===== config.mk =====
export PLATFORM = sky130hd
export DESIGN_NAME = uart_tx_frame_serializer
export DESIGN_NICKNAME = d
export VERILOG_FILES = /design/src/rtl/uart_pkg.sv /design/src/rtl/uart_tx_frame_serializer.sv
export SDC_FILE = /design/constraint.sdc
export NUM_CORES = 1
export LEC_CHECK = 0
export BUFFER_PORTS_ARGS = -buffer_cell sky130_fd_sc_hd__buf_2
export CAP_MARGIN = 0
export CORE_AREA = 2 2 70 59
export DETAILED_ROUTE_END_ITERATION = 8
export DIE_AREA = 0 0 72 61
export GPL_TIMING_DRIVEN = 0
export HOLD_SLACK_MARGIN = 0.03
export MAX_ROUTING_LAYER = met4
export SLEW_MARGIN = 20
export SYNTH_ARGS = -nofsm -noshare
export SYNTH_HDL_FRONTEND = slang
export SYNTH_SLANG_ARGS = --single-unit

===== constraint.sdc =====
create_clock -name Clock -period 1.7 [get_ports Clock]
set_clock_uncertainty 0.2 [all_clocks]
set_input_delay 0.34 -clock Clock [delete_from_list [all_inputs] [get_ports Clock]]
set_output_delay 0.34 -clock Clock [all_outputs]
set_load 0.01 [all_outputs]

===== src/rtl/uart_pkg.sv =====
// ============================================================================
//  Module   : uart_pkg
//  Purpose  : Shared state encodings, parity codes and helpers for the UART Tx.
//  Revision : 1.0  initial release
// ============================================================================
`default_nettype none

package uart_pkg;

    localparam int DATA_W = 8;

    // State encodings
    localparam logic [2:0] ST_IDLE   = 3'd0;
    localparam logic [2:0] ST_WAIT   = 3'd1;
    localparam logic [2:0] ST_START  = 3'd2;
    localparam logic [2:0] ST_DATA   = 3'd3;
    localparam logic [2:0] ST_PARITY = 3'd4;
    localparam logic [2:0] ST_STOP   = 3'd5;
    localparam logic [2:0] ST_BREAK  = 3'd6;

    typedef enum logic [2:0] {
        S_IDLE   = ST_IDLE,
        S_WAIT   = ST_WAIT,
        S_START  = ST_START,
        S_DATA   = ST_DATA,
        S_PARITY = ST_PARITY,
        S_STOP   = ST_STOP,
        S_BREAK  = ST_BREAK
    } state_t;

    // ParityType codes
    localparam logic [1:0] PAR_NONE0 = 2'b00;
    localparam logic [1:0] PAR_ODD   = 2'b01;
    localparam logic [1:0] PAR_EVEN  = 2'b10;
    localparam logic [1:0] PAR_NONE3 = 2'b11;

    function automatic logic has_parity(input logic [1:0] ptype);
        return (ptype == PAR_ODD) || (ptype == PAR_EVEN);
    endfunction

endpackage

`default_nettype wire


===== src/rtl/uart_tx_frame_serializer.sv =====
// ============================================================================
//  Module   : uart_tx_frame_serializer
//  Purpose  : Shifts one start/8 data/optional parity/1-2 stop frame on BaudTick.
//             Optional line-break generation when UART_TX_BREAK_EN is defined.
//  Revision : 1.0  initial release
// ============================================================================
`default_nettype none

module uart_tx_frame_serializer
    import uart_pkg::*;
#(
    parameter int DATA_W = 8
) (
    input  logic              Clock,
    input  logic              ResetN,
    input  logic              BaudTick,
    input  logic              Send,
    input  logic [DATA_W-1:0] DataIn,
    input  logic              ParityIn,
    input  logic [1:0]        ParityType,
    input  logic              StopBits,
`ifdef UART_TX_BREAK_EN
    input  logic              SendBreak,
`endif
    output logic              DataTx,
    output logic              Busy,
    output logic              Done
);

    state_t            state_q, state_d;
    logic [DATA_W-1:0] data_q, data_d;
    logic              par_q, par_d;
    logic [1:0]        ptype_q, ptype_d;
    logic              stop2_q, stop2_d;
    logic [2:0]        cnt_q, cnt_d;
    logic              tx_q, tx_d;
    logic              done_c;
    logic [2:0]        next_idx;
    logic              accept;

`ifdef UART_TX_BREAK_EN
    logic              brk_q, brk_d;
    logic [3:0]        brk_cnt_q, brk_cnt_d;
    logic [3:0]        brk_last;

    assign accept   = Send | SendBreak;
    // Break holds low for 1+8+P+S ticks; last index is that length minus one.
    assign brk_last = 4'd8 + {3'b000, has_parity(ptype_q)} + {3'b000, stop2_q};
`else
    assign accept   = Send;
`endif

    assign next_idx = cnt_q + 3'd1;

    always_ff @(posedge Clock or negedge ResetN) begin
        if (!ResetN) begin
            state_q   <= S_IDLE;
            data_q    <= '0;
            par_q     <= 1'b0;
            ptype_q   <= PAR_NONE0;
            stop2_q   <= 1'b0;
            cnt_q     <= 3'd0;
            tx_q      <= 1'b1;
`ifdef UART_TX_BREAK_EN
            brk_q     <= 1'b0;
            brk_cnt_q <= 4'd0;
`endif
        end else begin
            state_q   <= state_d;
            data_q    <= data_d;
            par_q     <= par_d;
            ptype_q   <= ptype_d;
            stop2_q   <= stop2_d;
            cnt_q     <= cnt_d;
            tx_q      <= tx_d;
`ifdef UART_TX_BREAK_EN
            brk_q     <= brk_d;
            brk_cnt_q <= brk_cnt_d;
`endif
        end
    end

    always_comb begin
        state_d   = state_q;
        data_d    = data_q;
        par_d     = par_q;
        ptype_d   = ptype_q;
        stop2_d   = stop2_q;
        cnt_d     = cnt_q;
        tx_d      = tx_q;
        done_c    = 1'b0;
`ifdef UART_TX_BREAK_EN
        brk_d     = brk_q;
        brk_cnt_d = brk_cnt_q;
`endif

        case (state_q)
            S_IDLE: begin
                // A BaudTick in the accept cycle is deliberately ignored.
                if (accept) begin
                    state_d = S_WAIT;
                    data_d  = DataIn;
                    par_d   = ParityIn;
                    ptype_d = ParityType;
                    stop2_d = StopBits;
`ifdef UART_TX_BREAK_EN
                    brk_d   = SendBreak;
`endif
                end
            end
            S_WAIT: begin
                if (BaudTick) begin
                    tx_d    = 1'b0;
                    state_d = S_START;
`ifdef UART_TX_BREAK_EN
                    if (brk_q) begin
                        state_d   = S_BREAK;
                        brk_cnt_d = 4'd0;
                    end
`endif
                end
            end
            S_START: begin
                if (BaudTick) begin
                    state_d = S_DATA;
                    tx_d    = data_q[0];
                    cnt_d   = 3'd0;
                end
            end
            S_DATA: begin
                if (BaudTick) begin
                    if (cnt_q == 3'd7) begin
                        cnt_d = 3'd0;
                        if (has_parity(ptype_q)) begin
                            state_d = S_PARITY;
                            tx_d    = par_q;
                        end else begin
                            state_d = S_STOP;
                            tx_d    = 1'b1;
                        end
                    end else begin
                        cnt_d = next_idx;
                        tx_d  = data_q[next_idx];
                    end
                end
            end
            S_PARITY: begin
                if (BaudTick) begin
                    state_d = S_STOP;
                    tx_d    = 1'b1;
                    cnt_d   = 3'd0;
                end
            end
            S_STOP: begin
                if (BaudTick) begin
                    if (stop2_q && (cnt_q == 3'd0)) begin
                        cnt_d = 3'd1;
                    end else begin
                        state_d = S_IDLE;
                        done_c  = 1'b1;
                    end
                end
            end
`ifdef UART_TX_BREAK_EN
            S_BREAK: begin
                if (BaudTick) begin
                    if (brk_cnt_q == brk_last) begin
                        // Exactly one stop tick follows a break.
                        state_d = S_STOP;
                        tx_d    = 1'b1;
                        cnt_d   = 3'd0;
                        stop2_d = 1'b0;
                    end else begin
                        brk_cnt_d = brk_cnt_q + 4'd1;
                    end
                end
            end
`endif
            default: begin
                state_d = S_IDLE;
                tx_d    = 1'b1;
            end
        endcase
    end

    assign DataTx = tx_q;
    assign Busy   = (state_q != S_IDLE);
    assign Done   = done_c;

endmodule

`default_nettype wire

Word level (Yosys, flattened, before mapping)
Index checks and enable logic that the tools add are counted.

storage, ports and cells
  register bits = 19
  input bits = 16
  word-level logic and storage cells = 68

cells by class
  $add $sub $neg = 1
  order comparisons = 1
  eq/ne operators = 18
  mux-type cells = 28
  bitwise gates (word level) = 1
  reductions and logical operators = 12

operator list
  kind                                                         count
  two-way mux 3 bit                                            13
  inequality test 2 bit (second input constant)                9
  one-hot mux 3 bit (6 select lines)                           1
  two-way mux 1 bit                                            11
  AND reduction 5 bit                                          2
  == test 3 bit (second input constant)                        3
  one-hot mux 3 bit (3 select lines)                           1
  AND reduction 8 bit                                          1
  == test 3 x 2 -> 1 bit (second input constant)               2
  zero test 3 bit                                              2
  nonzero test 3 bit                                           2
  one-hot mux 1 bit (5 select lines)                           1
  less-than comparator 3 x 4 -> 1 bit (second input constant)  1
  OR reduction 2 bit                                           2
  adder 3 x 1 -> 3 bit (second input constant)                 1
  binary-select mux 1 bit (select 3 bit)                       1
  == test 3 x 1 -> 1 bit (second input constant)               1
  == test 2 x 1 -> 1 bit (second input constant)               1
  == test 2 bit (second input constant)                        1
  inequality test 2 x 1 -> 1 bit (second input constant)       1
  AND reduction 2 bit                                          1
  logical AND 1 bit                                            1
  logical OR 1 bit                                             1
  NOT 1 bit                                                    1

Longest topological paths before layout
  depth in word-level cells = 6
  gate-level depth with buffers = 6
  depth with buffers taken out = 6

Worst setup path before layout
OpenSTA, ideal clock, no wires.

  kind = register to register
  start = register state_q[0]
  end = register data_q[3]
  setup time = 0.125 ns
  data arrival time = 1.504 ns
  data required time = 1.375 ns
  path slack = -0.129 ns
  stages on the path, launching flop included = 6
  path buffers = 2
  cell sequence = dfrtp_1 > buf_2 > or3_4 > nor2_4 > buf_4 > mux2_2

between the ends
  word-level cells in the longest chain between the ends = 2

RTL lines
  what                           RTL line                        RTL
  start: declaration             uart_tx_frame_serializer.sv:30  state_t state_q, state_d;
  start signal: assignment       uart_tx_frame_serializer.sv:69  state_q <= state_d;
  zero test 3 bit                uart_tx_frame_serializer.sv:97  case (state_q)
  AND reduction 2 bit (no line)  -
  end signal: assignment         uart_tx_frame_serializer.sv:70  data_q <= data_d;
  end: declaration               uart_tx_frame_serializer.sv:31  logic [DATA_W-1:0] data_q, data_d;

Every way passes these cells.
A chain may end at the register's enable or synchronous reset.

Final worst setup path
  start = register cnt_q[0]
  end = output Done

between the ends
  word-level cells in the longest chain between the ends = 5

RTL lines
  what                      RTL line                         RTL
  start: declaration        uart_tx_frame_serializer.sv:35   logic [2:0] cnt_q, cnt_d;
  start signal: assignment  uart_tx_frame_serializer.sv:74   cnt_q <= cnt_d;
  zero test 3 bit           uart_tx_frame_serializer.sv:156  if (stop2_q && (cnt_q == 3'd0)) begin
  logical AND 1 bit         uart_tx_frame_serializer.sv:156
  two-way mux 1 bit         uart_tx_frame_serializer.sv:156
  two-way mux 1 bit         uart_tx_frame_serializer.sv:155  if (BaudTick) begin
  two-way mux 1 bit         uart_tx_frame_serializer.sv:97
  end: declaration          uart_tx_frame_serializer.sv:27   output logic Done

Every way passes these cells.

==> results.yml <==
clock_network:
  htreeDepth: 1
  worstSkewPairLatency_ns: 0.26
  cts-buffers-inserted: 3
  cts.sink_count: 19
  root_buffer: "clkbuf_8"
  path_clk_slew_ns: 0.07
  clockBufferDepth: 2
  cts_tree: "yes"
logic_synthesis:
  yosys.area_share.xor_xnor: 0.00813
  synth_area_per_cell_sq_um: 11.1
  synthMuxAreaShare: 0.213
  synth_cell_types: 34
  synth-seq-cells: 19
  yosys.cell_count.top_type: "dfrtp_1"
  synth_compound_area_frac: 0.103
  synth.top_cell.area_share: 0.418
  syn-num-nets: 116
  yosys-top-cells-count: "18 x dfrtp_1, 13 x mux2_2"
  syn_area_sq_mm: 0.00108
  ys_seq_area_frac: 0.443
  synth_adder_area_share: 0.0348
  yosysWarnings: 0
  synth_edf_count: 0
  synth_cells: 97
  synthSimpleGateAreaFrac: 0.154
  ys_top_cells_by_area: "dfrtp_1 42%, mux2_2 14%, mux4_1 4.9%, ha_1 3.5%, mux2i_1 2.8%"
  synth_top_family_by_area: "multiplexers"
  synth_area_leader_cell: "dfrtp_1"
  synth-main-ff-cell: "dfrtp_1"
  async_flop_share: 1.00
worst_setup_path:
  required_ns: 1.16
  reg2reg_from: "state_q[1]"
  rrSetupSlack_ns: -0.13
  startpoint: "cnt_q[0]"
  cp_max_fo: 2
  r2r_end: "ptype_q[1]"
  worstSetupPathType: "flip-flop to output port"
  end_kind: "output port"
  startpoint_type: "flip-flop"
  arrival_ns: 1.32
  reg2regPathDepth: 4
  worstSetupEndpoint: "Done"
cells_and_area:
  area_growth_pct: 42.0
  fin_cells: 175
  nets: 151
  drive_above_1_share: 0.542
  num_antenna_cells: 0
  post-route-util: 0.416
  fin_area_sq_mm: 0.00153
detailed_routing:
  wl_per_cell_microns: 14.6
  via_per_inst: 5.09
  routed_wl_microns: 2560
  vias: 890
  dr.first_iter.drc_count: 81
  detail-route-antenna-nets: 0
  drt_first_pass_iters: 4
  drc: 0
place:
  gp_congestion: 0.759
  pre_cts_ws_ns: -0.229
  place_area_sq_mm: 0.00127
  dp.final_hpwl_microns: 1680
  io_buffers: 17
  dp_cells: 158
power_and_ir_drop:
  seq_power_share: 0.316
  finalPower_mw: 2.69
  switchingPower_uw: 921
  p_sw_frac: 0.343
  clkPwrFrac: 0.118
  combPwrFrac: 0.566
  max-vdd-ir-drop_uv: 958
  p_per_area_mw_per_mm2: 1760
  p_int_mw: 1.77
  p_leak_nw: 0.682
floorplanning:
  die_w_microns: 72
  die_h_microns: 61
  core_sq_mm: 0.00368
  initial_core_util: 0.293
  die_area_sq_mm: 0.00439
  rows: 20
  ios: 19
global_route:
  grt_pass1_vias: 921
  antenna_found_initial: 0
  grt_pass1_wl_microns: 4360
  grt_max_degree: 20
  grt_usage: 0.138
  grt-ovfl-total: 0
sta:
  slew_headroom: 0.694
  max_slew.worst_pin.slew_ns: 0.459
  fmax_ghz: 0.538
  drv_slew: 0
  finalCritPeriodShare: 1.09
  whs_ns: 0.107
  setup_ws_ns: -0.158
  hold_violations: 0
  rsz0062_at_grt: "true"
  setup_viol: 16
  tns_ns: -1.71
  period_needed_ns: 1.86
run_status:
  failed_checks: "negative setup slack"
  status: "finished, violations left"
min_path:
  min_path_type: "input pin to flip-flop"
flow_run:
  cap_viol_max_count: 0
==> worst max-delay path, stage by stage, from the launching register on <==
cell and delay, ns:
dfrtp_2 0.39, inv_2 0.05, ha_4 0.15, and3b_2 0.20, nor3_2 0.11, buf_2 0.15
==> cell type report <==
class                      instances  area, sq um
clock inverter                     1         5.00
timing repair buffer              31          231
multi-input combinational         67          657
fill                             343         2150
clock buffer                       3         41.3
inverter                           5         18.8
buffer                             5         41.3
tap                               44         55.1
sequential                        19          480
==> cell families (layout without fill, tap and decap cells) <==
family	Yosys count	after routing
buffers and inverters	11	45
xor gates and xnor gates	1	1
and+or+nand+nor	27	27
AOI/OAI and AO/OA	18	18
adders and majority gates	3	3
muxes	18	18
DFF	19	19
==> worst min-delay path by stage <==
stage / slack, ns / cells after the start / end / start
2_1_floorplan: -0.16 / 0 / cnt_q[0] / ResetN
3_3_place_gp: 0.1 / 1 / data_q[4] / ResetN
3_5_place_dp: 0.1 / 1 / data_q[2] / ResetN
4_1_cts: 0.1 / 3 / data_q[0] / DataIn[0]
5_1_grt: 0.10 / 2 / stop2_q / StopBits
6_report: 0.11 / 3 / data_q[0] / DataIn[0]
==> cell usage in the layout, fill, tap and decap left out, types with 2 or more instances in the layout <==
master | synthesis | routed
dfrtp_2 | 0 | 3
buf_6 | 0 | 5
mux4_2 | 0 | 2
mux2_4 | 0 | 13
nand2_1 | 5 | 3
nand3_1 | 2 | 2
inv_1 | 5 | 3
nand3b_1 | 2 | 2
inv_2 | 0 | 2
nor2_1 | 5 | 4
mux2i_1 | 3 | 3
nand2b_1 | 3 | 3
a21oi_1 | 5 | 5
dfrtp_1 | 18 | 15
nand2_2 | 0 | 2
clkbuf_1 | 3 | 2
a22oi_1 | 2 | 2
buf_2 | 2 | 17
ha_4 | 0 | 3
o21ai_1 | 0 | 2
buf_4 | 1 | 8
clkbuf_8 | 0 | 4
o22ai_1 | 3 | 3
==> power by group through the flow <==
stage | clock, mW | combinational, mW | sequential (mW)
finish | 0.317 | 1.52 | 0.850
global route | 0.349 | 1.67 | 0.877
CTS | 0.323 | 1.49 | 0.835
detailed placement | 0 | 1.11 | 0.847
global placement | 0 | 1.08 | 0.832
floorplan | 0 | 0.901 | 0.801
==> flip-flops by register name, summed over array words and instances (netlist names) <==
name and count:
data_q 8, DataTx 1, cnt_q 3, ptype_q 2
stop2_q 1, par_q 1, state_q 3
==> what timing repair did <==
| item | in CTS | in global routing |
|---|---|---|
| pin swaps | 5 | 4 |
| hold endpoints to repair | 18 | 0 |
| buffers inserted | 11 | 1 |
| hold buffers | 1 | 0 |
| setup endpoints to repair | 18 | 17 |
| resized for setup | 26 | 5 |
| cloned | 0 | 1 |
==> metal layers <==
| metal | up-vias | part of all wire | GRT usage |
|---|---|---|---|
| met5 | - | 0 | - |
| met3 | 6 | 0.069 | 0.0365 |
| met4 | 0 | 0.022 | 0.0431 |
| met1 | 430 | 0.46 | 0.176 |
| met2 | 38 | 0.45 | 0.216 |
| li1 | 416 | - | - |
Power figures use the tool's default switching activity.
